## config.mk

```make
export PLATFORM = sky130hd
export DESIGN_NAME = mc_ctrl
export DESIGN_NICKNAME = d
export VERILOG_FILES = /design/src/rtl/mc_ctrl.sv
export SDC_FILE = /design/constraint.sdc
export NUM_CORES = 1
export LEC_CHECK = 0
export CELL_PAD_IN_SITES_DETAIL_PLACEMENT = 1
export CELL_PAD_IN_SITES_GLOBAL_PLACEMENT = 1
export CORE_ASPECT_RATIO = 0.7
export CORE_UTILIZATION = 26
export DETAILED_ROUTE_END_ITERATION = 6
export PLACE_DENSITY_LB_ADDON = 0.1
export SETUP_SLACK_MARGIN = 0.5
export SYNTH_ARGS = -nofsm -noshare
export SYNTH_HDL_FRONTEND = slang
export SYNTH_SLANG_ARGS = --single-unit
export TNS_END_PERCENT = 50
```

## constraint.sdc

```tcl
create_clock -name clk -period 2.88 [get_ports clk]
set_input_delay 0.72 -clock clk [delete_from_list [all_inputs] [get_ports clk]]
set_output_delay 0.72 -clock clk [all_outputs]
set_load 0.02 [all_outputs]
```

## src/rtl/mc_ctrl.sv

```systemverilog
// Multi-cycle control unit for a small MIPS-like subset.
// Decodes op/funct per state and sequences FETCH..JMP; outputs are combinational.
//
// Ports:
//   clk, rst (async, active-high)  - clock and reset
//   op, funct, zero                - opcode, function field, ALU zero flag
//   pc_wr, ir_wr, rf_wr, dm_wr     - write enables (forced low while rst=1)
//   npc_op, alu_op, alu_src_b,
//   ext_op, wd_sel, ra_sel         - datapath selects
//   state                          - current state for debug
module mc_ctrl (
    input  logic       clk,
    input  logic       rst,
    input  logic [5:0] op,
    input  logic [5:0] funct,
    input  logic       zero,
    output logic       pc_wr,
    output logic       ir_wr,
    output logic       rf_wr,
    output logic       dm_wr,
    output logic [1:0] npc_op,
    output logic [2:0] alu_op,
    output logic       alu_src_b,
    output logic [1:0] ext_op,
    output logic [1:0] wd_sel,
    output logic [1:0] ra_sel,
    output logic [3:0] state
);

    typedef enum logic [3:0] {
        S_FETCH = 4'd0,
        S_DCD   = 4'd1,
        S_MA    = 4'd2,
        S_MR    = 4'd3,
        S_MWB   = 4'd4,
        S_MW    = 4'd5,
        S_EXE   = 4'd6,
        S_AWB   = 4'd7,
        S_BR    = 4'd8,
        S_JMP   = 4'd9
    } state_t;

    state_t r_state;
    state_t w_next;

    // instruction decode
    logic w_rtype;
    logic w_addu, w_subu, w_and, w_or, w_slt, w_jr;
    logic w_r_alu;
    logic w_ori, w_lui, w_lw, w_sw, w_beq, w_j, w_jal;
    logic [2:0] w_alu_r;

    assign w_rtype = (op == 6'b000000);
    assign w_addu  = w_rtype && (funct == 6'b100001);
    assign w_subu  = w_rtype && (funct == 6'b100011);
    assign w_and   = w_rtype && (funct == 6'b100100);
    assign w_or    = w_rtype && (funct == 6'b100101);
    assign w_slt   = w_rtype && (funct == 6'b101010);
    assign w_jr    = w_rtype && (funct == 6'b001000);
    assign w_r_alu = w_addu | w_subu | w_and | w_or | w_slt;

    assign w_ori = (op == 6'b001101);
    assign w_lui = (op == 6'b001111);
    assign w_lw  = (op == 6'b100011);
    assign w_sw  = (op == 6'b101011);
    assign w_beq = (op == 6'b000100);
    assign w_j   = (op == 6'b000010);
    assign w_jal = (op == 6'b000011);

    always_comb begin
        w_alu_r = 3'b000;
        unique case (1'b1)
            w_subu:  w_alu_r = 3'b001;
            w_and:   w_alu_r = 3'b010;
            w_or:    w_alu_r = 3'b011;
            w_slt:   w_alu_r = 3'b100;
            default: w_alu_r = 3'b000;
        endcase
    end

    // state register
    always_ff @(posedge clk or posedge rst) begin
        if (rst) begin
            r_state <= S_FETCH;
        end else begin
            r_state <= w_next;
        end
    end

    // next-state logic
    always_comb begin
        w_next = S_FETCH;
        case (r_state)
            S_FETCH: w_next = S_DCD;
            S_DCD: begin
                if (w_lw || w_sw) begin
                    w_next = S_MA;
                end else if (w_r_alu || w_ori || w_lui) begin
                    w_next = S_EXE;
                end else if (w_beq) begin
                    w_next = S_BR;
                end else if (w_j || w_jal || w_jr) begin
                    w_next = S_JMP;
                end else begin
                    w_next = S_FETCH;
                end
            end
            S_MA: begin
                if (w_lw) begin
                    w_next = S_MR;
                end else if (w_sw) begin
                    w_next = S_MW;
                end else begin
                    w_next = S_FETCH;
                end
            end
            S_MR:    w_next = S_MWB;
            S_EXE:   w_next = S_AWB;
            S_MWB,
            S_MW,
            S_AWB,
            S_BR,
            S_JMP:   w_next = S_FETCH;
            default: w_next = S_FETCH;
        endcase
    end

    // raw enables before reset gating
    logic w_pc, w_ir, w_rf, w_dm;

    always_comb begin
        w_pc      = 1'b0;
        w_ir      = 1'b0;
        w_rf      = 1'b0;
        w_dm      = 1'b0;
        npc_op    = 2'b00;
        alu_op    = 3'b000;
        alu_src_b = 1'b0;
        ext_op    = 2'b00;
        wd_sel    = 2'b00;
        ra_sel    = 2'b00;
        case (r_state)
            S_FETCH: begin
                w_ir = 1'b1;
                w_pc = 1'b1;
            end
            S_MA: begin
                alu_op    = 3'b000;
                alu_src_b = 1'b1;
                ext_op    = 2'b01;
            end
            S_MWB: begin
                w_rf   = 1'b1;
                wd_sel = 2'b01;
                ra_sel = 2'b00;
            end
            S_MW: begin
                w_dm = 1'b1;
            end
            // AWB keeps the EXE operand selects so the result stays stable
            S_EXE,
            S_AWB: begin
                if (w_r_alu) begin
                    alu_src_b = 1'b0;
                    alu_op    = w_alu_r;
                end else if (w_ori) begin
                    alu_src_b = 1'b1;
                    ext_op    = 2'b00;
                    alu_op    = 3'b011;
                end else if (w_lui) begin
                    alu_src_b = 1'b1;
                    ext_op    = 2'b10;
                    alu_op    = 3'b101;
                end
                if (r_state == S_AWB && (w_r_alu || w_ori || w_lui)) begin
                    w_rf   = 1'b1;
                    wd_sel = 2'b00;
                    ra_sel = w_r_alu ? 2'b01 : 2'b00;
                end
            end
            S_BR: begin
                alu_op    = 3'b001;
                alu_src_b = 1'b0;
                ext_op    = 2'b01;
                npc_op    = 2'b01;
                w_pc      = zero;
            end
            S_JMP: begin
                if (w_j || w_jal) begin
                    w_pc   = 1'b1;
                    npc_op = 2'b10;
                end
                if (w_jal) begin
                    w_rf   = 1'b1;
                    ra_sel = 2'b10;
                    wd_sel = 2'b10;
                end
                if (w_jr) begin
                    w_pc   = 1'b1;
                    npc_op = 2'b11;
                end
            end
            default: ;
        endcase
    end

    // reset must block writes even though it decodes as FETCH
    assign pc_wr = w_pc & ~rst;
    assign ir_wr = w_ir & ~rst;
    assign rf_wr = w_rf & ~rst;
    assign dm_wr = w_dm & ~rst;
    assign state = r_state;

endmodule

```

==> out/metrics.cfg, run 1 <==
[power]
power.density_nw_per_um2 = 332
total_power_mw = 0.450
p_leak_nw = 0.615
ir_worst_vdd_mv = 0.228

[worst_hold_path]
hp-class = input pin to async pin

[clock_network]
cts_hold_buf = 0
cts_root_buf = clkbuf_4
clk_pin_slew_ns = 0.04
h-tree-depth = 1
clockBufferDepth = 2
cts.sinks = 4
cts_buffers = 3
cts_tree = yes
clock_latency_ns = 0.24

[finish]
fin_nets = 162
layout_commonest_cell = buf_4
final_cell_mix = buf_4, buf_6, nor2_1
instances_no_fill = 177
largest_reg_flops = 4
nFillCells = 272
drive_above_1_share_pct = 59.3
n_antenna_cell = 0
final_cell_area_um2 = 1360
area_growth_pct = 108

[yosys]
ys_seq_elements = 4
synth_edf_count = 0
yosysWarningCount = 0
syn_area_per_cell_um2 = 7.51
yosysUniqueCellTypes = 44
synth_ff_type = dfrtp_1
netlist_area_um2 = 653
synthCells = 87
syn-num-nets = 102
ys_seq_area_share_pct = 15.3
async_flop_share_pct = 100

[sta]
finalCriticalPeriod_ns = 2.89
rsz0062_at_grt = yes
worst_slew_pin_slew_ns = 0.612
timing.final.ws_setup_ns = -0.0144
fmax_ghz = 0.345
final_hold_viol_count = 0
drv_slew = 0
whs_ns = 0.556
worst_clock_skew_ns = 0.00125
maxSlewHeadroom_pct = 59.1
finalSetupViolCount = 1
min_period_over_period_pct = 101
setup_tns_ns = -0.0144

[grt]
grt_pass1_wl_mm = 4.99
global_route.overflow_total = 0
grtUsageTotal_pct = 25.6
antenna_found_initial = 0
grt_pass1_vias = 1043
grt_max_degree = 14

[placement]
gp_congestion = 0.825
postPlaceCellArea_um2 = 1200
io_buffers = 34
dpl.hpwl_mm = 2.40
dp_cells = 171

[floorplan]
initial_core_util_pct = 28.9
fp-row-count = 14
ioPinCount = 35
dieArea_um2 = 2720
die_x_um = 61.9
chipHeight_um = 43.9
core-area_um2 = 2260

[critical_path]
cp_slowest_cell = or4b_4
worstSetupEndpointType = primary output
start_kind = input pin
crit_path_frequent_cell = buf_6
critPathArrivalTime_ns = 2.17
worstSetupPathType = input pin to primary output
cp_max_fo = 3
max_stage_delay_ns = 0.56
crit_required_ns = 2.16
crit_chain = buf_6, or4b_4, a311oi_4, o211a_1, o31a_1, buf_6

[route]
drc = 0
drt_iter0_drc = 22
ant_nets = 0
vias_per_cell = 5.51
drtPass1Iterations = 4
wl_per_cell_um = 19.4
vias = 975
wl_mm = 3.44

[run_status]
outcome = finished with violations
violations = negative setup slack

[job]
timing.max_cap.violations = 0

power breakdown:
part,switching [mW],internal (mW)
logic,0.177,0.133
clock network,0.0231,0.0466
registers,0.00527,0.0657
layout make-up:
cell class / instances / area, um2 / share of cell area [%]
clock buffer: 3 / 22.5 / 1.66
inverter: 5 / 18.8 / 1.38
multi-input combinational: 73 / 633 / 46.6
sequential: 4 / 100 / 7.37
tap: 32 / 40.0 / 2.95
timing repair buffer: 60 / 543 / 40.0
metrics by stage:
stage               worst slack [ns]  utilization (%)
finish                       -0.0144             60.1
global route                 -0.0555             60.1
CTS                         -0.00230             55.9
detailed placement            -0.872             53.3
global placement              -0.795             53.3
floorplan                      0.103                -
worst max-delay path, delay by kind of cell:
kind,cells,cell delay [ns]
buffers and inverters,2,0.22
and+or+nand+nor,1,0.56
AOI/OAI and AO/OA,3,0.67
repair_timing:
| action | 4_1_cts | 5_1_grt |
|---|---|---|
| setup endpoints to repair | 17 | 13 |
| pin swaps | 16 | 19 |
| endpoints found under the hold margin | 0 | 0 |
| resized for setup | 145 | 29 |
| setup buffers | 3 | 0 |
metal layers:
metal  vias up  GRT usage (%)  wire length, um  share of wire (%)
met5         -              0                0                  0
met4         0           6.67              102                3.0
met3        10           4.78              133                3.9
met2        43           41.5             1720                 50
met1       472           34.6             1480                 43
li1        450              -                -                  -
Yosys cell counts, drive strengths merged, types with 3 or more instances:
master	count	area [um2]
clkbuf	3	11.3
o21ai	3	18.8
nand2b	3	18.8
dfrtp	4	100
nor3	4	20.0
a21oi	5	25.0
nor4	3	18.8
nor2	9	33.8
nor3b	4	30.0
or3b	3	26.3
nand2	4	15.0
nand3	3	15.0
and3	4	26.3
inv	5	18.8
cell families after synthesis:
logic type	Yosys count	share of synthesized area, %
AOI/OAI and AO/OA	24	30.7
xor gates and xnor gates	2	2.68
buffers and inverters	10	7.47
DFF	4	15.3
and+or+nand+nor	47	43.9
worst paths after layout:
check / start / endpoint / slack, ns / cells past startpoint
max: op[0] / rf_wr / -0.01 / 6
min: rst / state[2] / 0.56 / 3
max reg2reg: state[2] / state[0] / 1.54 / 4
min reg2reg: state[3] / state[2] / 0.65 / 2
max in group asynchronous: rst / state[3] / 2.22 / 3
min in group clk: state[3] / state[2] / 0.65 / 2
(Power assumes the default switching activity.)
==> run 2, diff against run 1 <==
ABC_AREA = 1   (was default)
CAP_MARGIN = 20   (was default)
CORE_UTILIZATION = 25   (was 26)
==> out/metrics.cfg, run 2 <==
[run_status]
outcome = complete, no violations

[clock_network]
cts.sinks = 4  ; unchanged
clk_pin_slew_ns = 0.04  ; about the same
clockBufferDepth = 2  ; unchanged
cts_tree = yes
h-tree-depth = 1  ; unchanged
cts_buffers = 3  ; unchanged
cts_root_buf = clkbuf_8
clock_latency_ns = 0.22  ; -0.02 ns

[critical_path]
crit_required_ns = 2.16  ; about the same
start_kind = input pin
critPathArrivalTime_ns = 1.95  ; -0.22 ns
cp_max_fo = 6  ; +3
worstSetupPathType = input pin to primary output
worstSetupEndpointType = primary output

[sta]
drv_slew = 0  ; unchanged
setup_tns_ns = 0  ; +0.0144 ns
fmax_ghz = 0.375  ; +8.6%
worst_slew_pin_slew_ns = 0.416  ; -0.196 ns
finalCriticalPeriod_ns = 2.67  ; -0.228 ns
worst_clock_skew_ns = 0.00850  ; +0.00726 ns
maxSlewHeadroom_pct = 72.1  ; +13 points
rsz0062_at_grt = yes
min_period_over_period_pct = 92.6  ; -7.9 points
finalSetupViolCount = 0  ; -1
final_hold_viol_count = 0  ; unchanged

[power]
ir_worst_vdd_mv = 0.277  ; +21%
total_power_mw = 0.446  ; -0.87%
p_leak_nw = 0.798  ; +30%
power.density_nw_per_um2 = 293  ; -12%

[yosys]
synth_most_common_cell = nor2_1
syn-num-nets = 140  ; +37%
async_flop_share_pct = 100  ; unchanged
synth_ff_type = dfrtp_1
synthCells = 125  ; +44%
ys_seq_area_share_pct = 13.9  ; -1.4 points
yosys.area.top_type = dfrtp_1
synth_edf_count = 0  ; unchanged
ys_seq_elements = 4  ; unchanged
synth_commonest_cells = nor2_1, inv_1, nand2_1, nand3_1
netlist_area_um2 = 718  ; +10%
yosysWarningCount = 0  ; unchanged
syn_area_per_cell_um2 = 5.75  ; -23%
synthTopCellsByArea = dfrtp_1, nor2_1, nand3_1
yosysUniqueCellTypes = 26  ; -41%
synth_top_area_share_pct = 13.9  ; -1.4 points

[floorplan]
dieArea_um2 = 3090  ; +14%
chipHeight_um = 46.8  ; +6.6%
core-area_um2 = 2590  ; +15%
ioPinCount = 35  ; unchanged
fp-row-count = 15  ; +1
die_x_um = 66.1  ; +6.7%
initial_core_util_pct = 27.7  ; -1.2 points

[finish]
largest_reg_flops = 4  ; unchanged
layout_commonest_cell = buf_4
final_cell_mix = buf_4, nor2_1, inv_1
n_antenna_cell = 0  ; unchanged
drive_above_1_share_pct = 55.9  ; -3.4 points
fin_nets = 212  ; +31%
final_core_util_pct = 58.8  ; -1.3 points
area_growth_pct = 112

[placement]
io_buffers = 34  ; unchanged
gp_congestion = 0.836  ; +1.3%
dpl.hpwl_mm = 2.43  ; +1.0%

[route]
wl_mm = 3.50  ; +1.7%
drt_iter0_drc = 48  ; +120%
routed.top_layer = met4
wl_met2_mm = 1.61  ; -6.8%
vias = 1146  ; +18%
drc = 0  ; unchanged
vias_per_cell = 5.00  ; -9.2%
wl_per_cell_um = 15.3  ; -21%
drtPass1Iterations = 4  ; unchanged
ant_nets = 0  ; unchanged
route.met3.wl_um = 189  ; +42%
wl_met1_mm = 1.67  ; +13%

[grt]
grtUsageTotal_pct = 22.9  ; -2.7 points
antenna_found_initial = 0  ; unchanged
grt_pass1_wl_mm = 5.17  ; +3.6%
grt_max_degree = 7  ; -7
global_route.overflow_total = 0  ; unchanged
grt_pass1_vias = 1120  ; +7.4%

[job]
timing.max_cap.violations = 0  ; unchanged

[worst_hold_path]
hp-class = register to register

==> run 2: changes by cell type in the layout (fill, tap and decap cells not counted), moves of 8 or more <==
cell and delta:
buf_4 +11, inv_1 +11, inv_2 +10, nand3_1 +10, nor2_1 +8
==> run 2: final timing paths <==
kind	to	startpoint	cells after the start	slack (ns)
worst max register to register	state[1]	state[2]	5	1.47
max in group asynchronous	state[2]	rst	3	1.82
worst max-delay path	alu_op[1]	op[3]	11	0.21
min in group asynchronous	state[0]	rst	3	0.94
worst min register to register	state[2]	state[0]	2	0.73
worst min-delay path	state[2]	state[0]	2	0.73
==> run 2: logic make-up (layout without fill, tap and decap cells) <==
kind of cell | Yosys count | after routing | synth area share [%]
DFF | 4 | 4 | 13.9
AOI/OAI and AO/OA | 14 | 14 | 11.7
buffers and inverters | 26 | 96 | 13.6
and+or+nand+nor | 81 | 81 | 60.8
==> run 2: worst max-delay path: stages <==
cell	delay [ns]
buf_8	0.10
nor2_4	0.15
inv_2	0.08
nor2_8	0.22
nand2_4	0.09
nand2_4	0.08
nor2_4	0.05
nand3_4	0.11
nand3_2	0.08
a21oi_2	0.13
buf_6	0.13
==> run 2: report_power, final <==
part           internal, mW  switching [mW]  total [mW]
logic                0.0973           0.147       0.244
clock network        0.0894          0.0328       0.122
registers            0.0660          0.0141      0.0801
total                 0.253           0.194       0.446
==> run 2: final cells by class <==
cell class / instances / area, um2
Fill cell: 327 / 1070
Sequential cell: 4 / 100
Timing Repair Buffer: 67 / 569
Inverter: 26 / 97.6
Multi-Input combinational cell: 95 / 672
Tap cell: 34 / 42.5
Clock buffer: 3 / 41.3
==> run 2: stage by stage <==
| stage | setup slack (ns) | cells | hold WS [ns] | cell area, um2 |
|---|---|---|---|---|
| final | 0.214 | 229 | 0.727 | 1520 |
| after floorplan | 0.399 | 125 | 0.494 | 752 |
| after CTS | 0.241 | 226 | 0.698 | 1460 |
| after global placement | -0.598 | 214 | 0.658 | 1290 |
| after detailed placement | -0.627 | 214 | 0.663 | 1290 |
| after global routing | 0.145 | 229 | 0.735 | 1520 |
==> run 2: layer usage <==
metal	up-vias	track usage, %
met5	-	0
met4	0	3.83
met3	4	4.85
met2	40	39.2
met1	550	30.6
li1	552	-
==> run 2: repair_timing <==
action | 4_1_cts | 5_1_grt
gates resized for setup | 121 | 46
endpoints found under the setup margin | 16 | 16
setup buffers | 9 | 3
hold buffers | 0 | 0
pin swaps | 15 | 18
==> run 3, diff against run 2 <==
RECOVER_POWER = 25   (was default)
==> out/metrics.cfg, run 3 (synthesized netlist as in run 2, its figures left out) <==
[grt]
global_route.overflow_total = 0  ; unchanged
grt_max_degree = 7  ; unchanged
grtUsageTotal_pct = 22.9  ; unchanged
antenna_found_initial = 0  ; unchanged
grt_pass1_vias = 1120  ; unchanged
grt_pass1_wl_mm = 5.17  ; unchanged

[floorplan]
ioPinCount = 35  ; unchanged
fp-row-count = 15  ; unchanged
chipHeight_um = 46.8  ; unchanged
core-area_um2 = 2590  ; unchanged
dieArea_um2 = 3090  ; unchanged
initial_core_util_pct = 27.7  ; unchanged
die_x_um = 66.1  ; unchanged

[critical_path]
worstSetupPathType = input pin to primary output
cp_max_fo = 6  ; unchanged
r2r_cells = 5  ; unchanged
crit_required_ns = 2.16  ; about the same
r2r-end = state[1]
rr_startpoint = state[2]
crit_family = simple AND/OR/NAND/NOR gates
cp_slowest_cell = nor2_8
max_stage_delay_ns = 0.22  ; about the same
reg2reg_slack_ns = 1.46  ; about the same
crit_buf_inv = 3  ; unchanged
crit_chain = buf_8, nor2_4, inv_2, nor2_8, nand2_4, nand2_4, nor2_4, nand3_4, nand3_2, a21oi_2, buf_6
critPathArrivalTime_ns = 1.94  ; about the same
worstSetupEndpointType = primary output
start_kind = input pin
crit_path_start = op[3]

[finish]
area_growth_pct = 111
final_core_util_pct = 58.5  ; -0.29 points
final_cell_mix = buf_4, nor2_1, inv_1
nFillCells = 330  ; +0.92%
final_cell_area_um2 = 1520  ; -0.49%
layout_commonest_cell = buf_4
drive_above_1_share_pct = 54.9  ; -1.0 points
fin_nets = 212  ; unchanged
largest_reg_flops = 4  ; unchanged
n_antenna_cell = 0  ; unchanged

[power]
clockPowerShare_pct = 27.5  ; about the same
total_power_mw = 0.444  ; -0.42%
combPwrFrac_pct = 54.5  ; -0.2 points
power.density_nw_per_um2 = 293  ; about the same
ir_worst_vdd_mv = 0.276  ; -0.11%
switching_share_pct = 43.5  ; +0.087 points
p_leak_nw = 0.791  ; -0.88%
p_seq_share_pct = 18.0  ; about the same
intPower_mw = 0.251  ; -0.57%
p_sw_mw = 0.193  ; -0.22%

[placement]
io_buffers = 34  ; unchanged
dpl.hpwl_mm = 2.43  ; unchanged
gp_congestion = 0.836  ; unchanged
postPlaceCellArea_um2 = 1290  ; unchanged

[sta]
finalSetupViolCount = 0  ; unchanged
rsz0062_at_grt = yes
drv_slew = 0  ; unchanged
worst_clock_skew_ns = 0.00846  ; -0.0000428 ns
final_hold_viol_count = 0  ; unchanged
min_period_over_period_pct = 92.3  ; -0.27 points
worst_slew_pin_slew_ns = 0.406  ; -0.00973 ns
finalCriticalPeriod_ns = 2.66  ; -0.00786 ns
maxSlewHeadroom_pct = 72.7  ; +0.61 points
fmax_ghz = 0.376  ; +0.30%

[worst_hold_path]
hp-class = register to register
hold_depth = 2  ; unchanged
min_from = state[0]
whs_endpoint = state[2]

[clock_network]
clk_pin_slew_ns = 0.04  ; about the same
clock_latency_ns = 0.22  ; about the same
cts.sinks = 4  ; unchanged
cts_root_buf = clkbuf_8
cts_tree = yes
clockBufferDepth = 2  ; unchanged
cts_buffers = 3  ; unchanged
h-tree-depth = 1  ; unchanged

[route]
drt_iter0_drc = 36  ; -25%
wl_per_cell_um = 15.4  ; +0.60%
vias = 1144  ; -0.17%
drtPass1Iterations = 4  ; unchanged
ant_nets = 0  ; unchanged
drc = 0  ; unchanged
wl_mm = 3.52  ; +0.60%
vias_per_cell = 5.00  ; -0.17%

[job]
timing.max_cap.violations = 0  ; unchanged

[run_status]
outcome = complete, no violations

-- run 3: cell count changes in the layout (fill, tap and decap cells not counted), sizes merged --
cell / change
clkdlybuf4s50: -1
clkbuf: +2
buf: -2
dlygate4sd3: +1
-- run 3: routing by layer --
metal,up-vias,wire [um],GRT usage [%]
met1,547,1670,30.6
met4,0,14,3.83
met2,45,1620,39.2
met3,2,211,4.85
li1,550,-,-
met5,-,0,0
-- run 3: how the worst max path moves through the flow --
stage / end / slack [ns] / depth (start not counted)
2_1_floorplan: pc_wr / 0.40 / 7
3_3_place_gp: alu_op[1] / -0.60 / 9
3_5_place_dp: alu_op[1] / -0.63 / 11
4_1_cts: rf_wr / 0.24 / 14
5_1_grt: alu_op[1] / 0.15 / 11
6_report: alu_op[1] / 0.22 / 11
-- run 3: cell type report --
type	instances	area [um2]	area share (%)
multi-input cells	95	672	44.3
repair buffers	67	562	37.1
clock buffers	3	41.3	2.73
well taps	34	42.5	2.81
inverters	26	97.6	6.44
flip-flops and latches	4	100	6.61
-- run 3: repair_timing --
item                                    CTS  global route
endpoints found under the setup margin   16            16
gates cloned                              0             0
resized for setup                       121            46
buffers inserted                          9             3
pin swaps                                15            18
hold endpoints to repair                  0             0
hold buffers                              0             0
-- run 3: metrics by stage --
| stage | setup TNS [ns] | hold slack [ns] | instances | setup WS, ns |
|---|---|---|---|---|
| 2_1_floorplan | 0 | 0.494 | 125 | 0.399 |
| 5_1_grt | 0 | 0.735 | 229 | 0.145 |
| 6_report | 0 | 0.726 | 229 | 0.222 |
| 3_3_place_gp | -5.70 | 0.658 | 214 | -0.598 |
| 4_1_cts | 0 | 0.698 | 226 | 0.241 |
| 3_5_place_dp | -5.99 | 0.663 | 214 | -0.627 |
-- run 3: power groups by stage --
stage               registers (mW)  clock network, mW  logic, mW
floorplan                   0.0895                  0      0.101
global placement            0.0794                  0      0.218
detailed placement          0.0798                  0      0.221
CTS                         0.0791              0.120      0.228
global route                0.0816              0.127      0.261
finish                      0.0801              0.122      0.242
-- run 3: worst register-to-register path: stages (launching register included) --
cell and delay [ns]:
dfrtp_1 0.41, nor2_1 0.19, nand3_1 0.23, nor2_1 0.26, a21oi_1 0.13, nand2_1 0.12
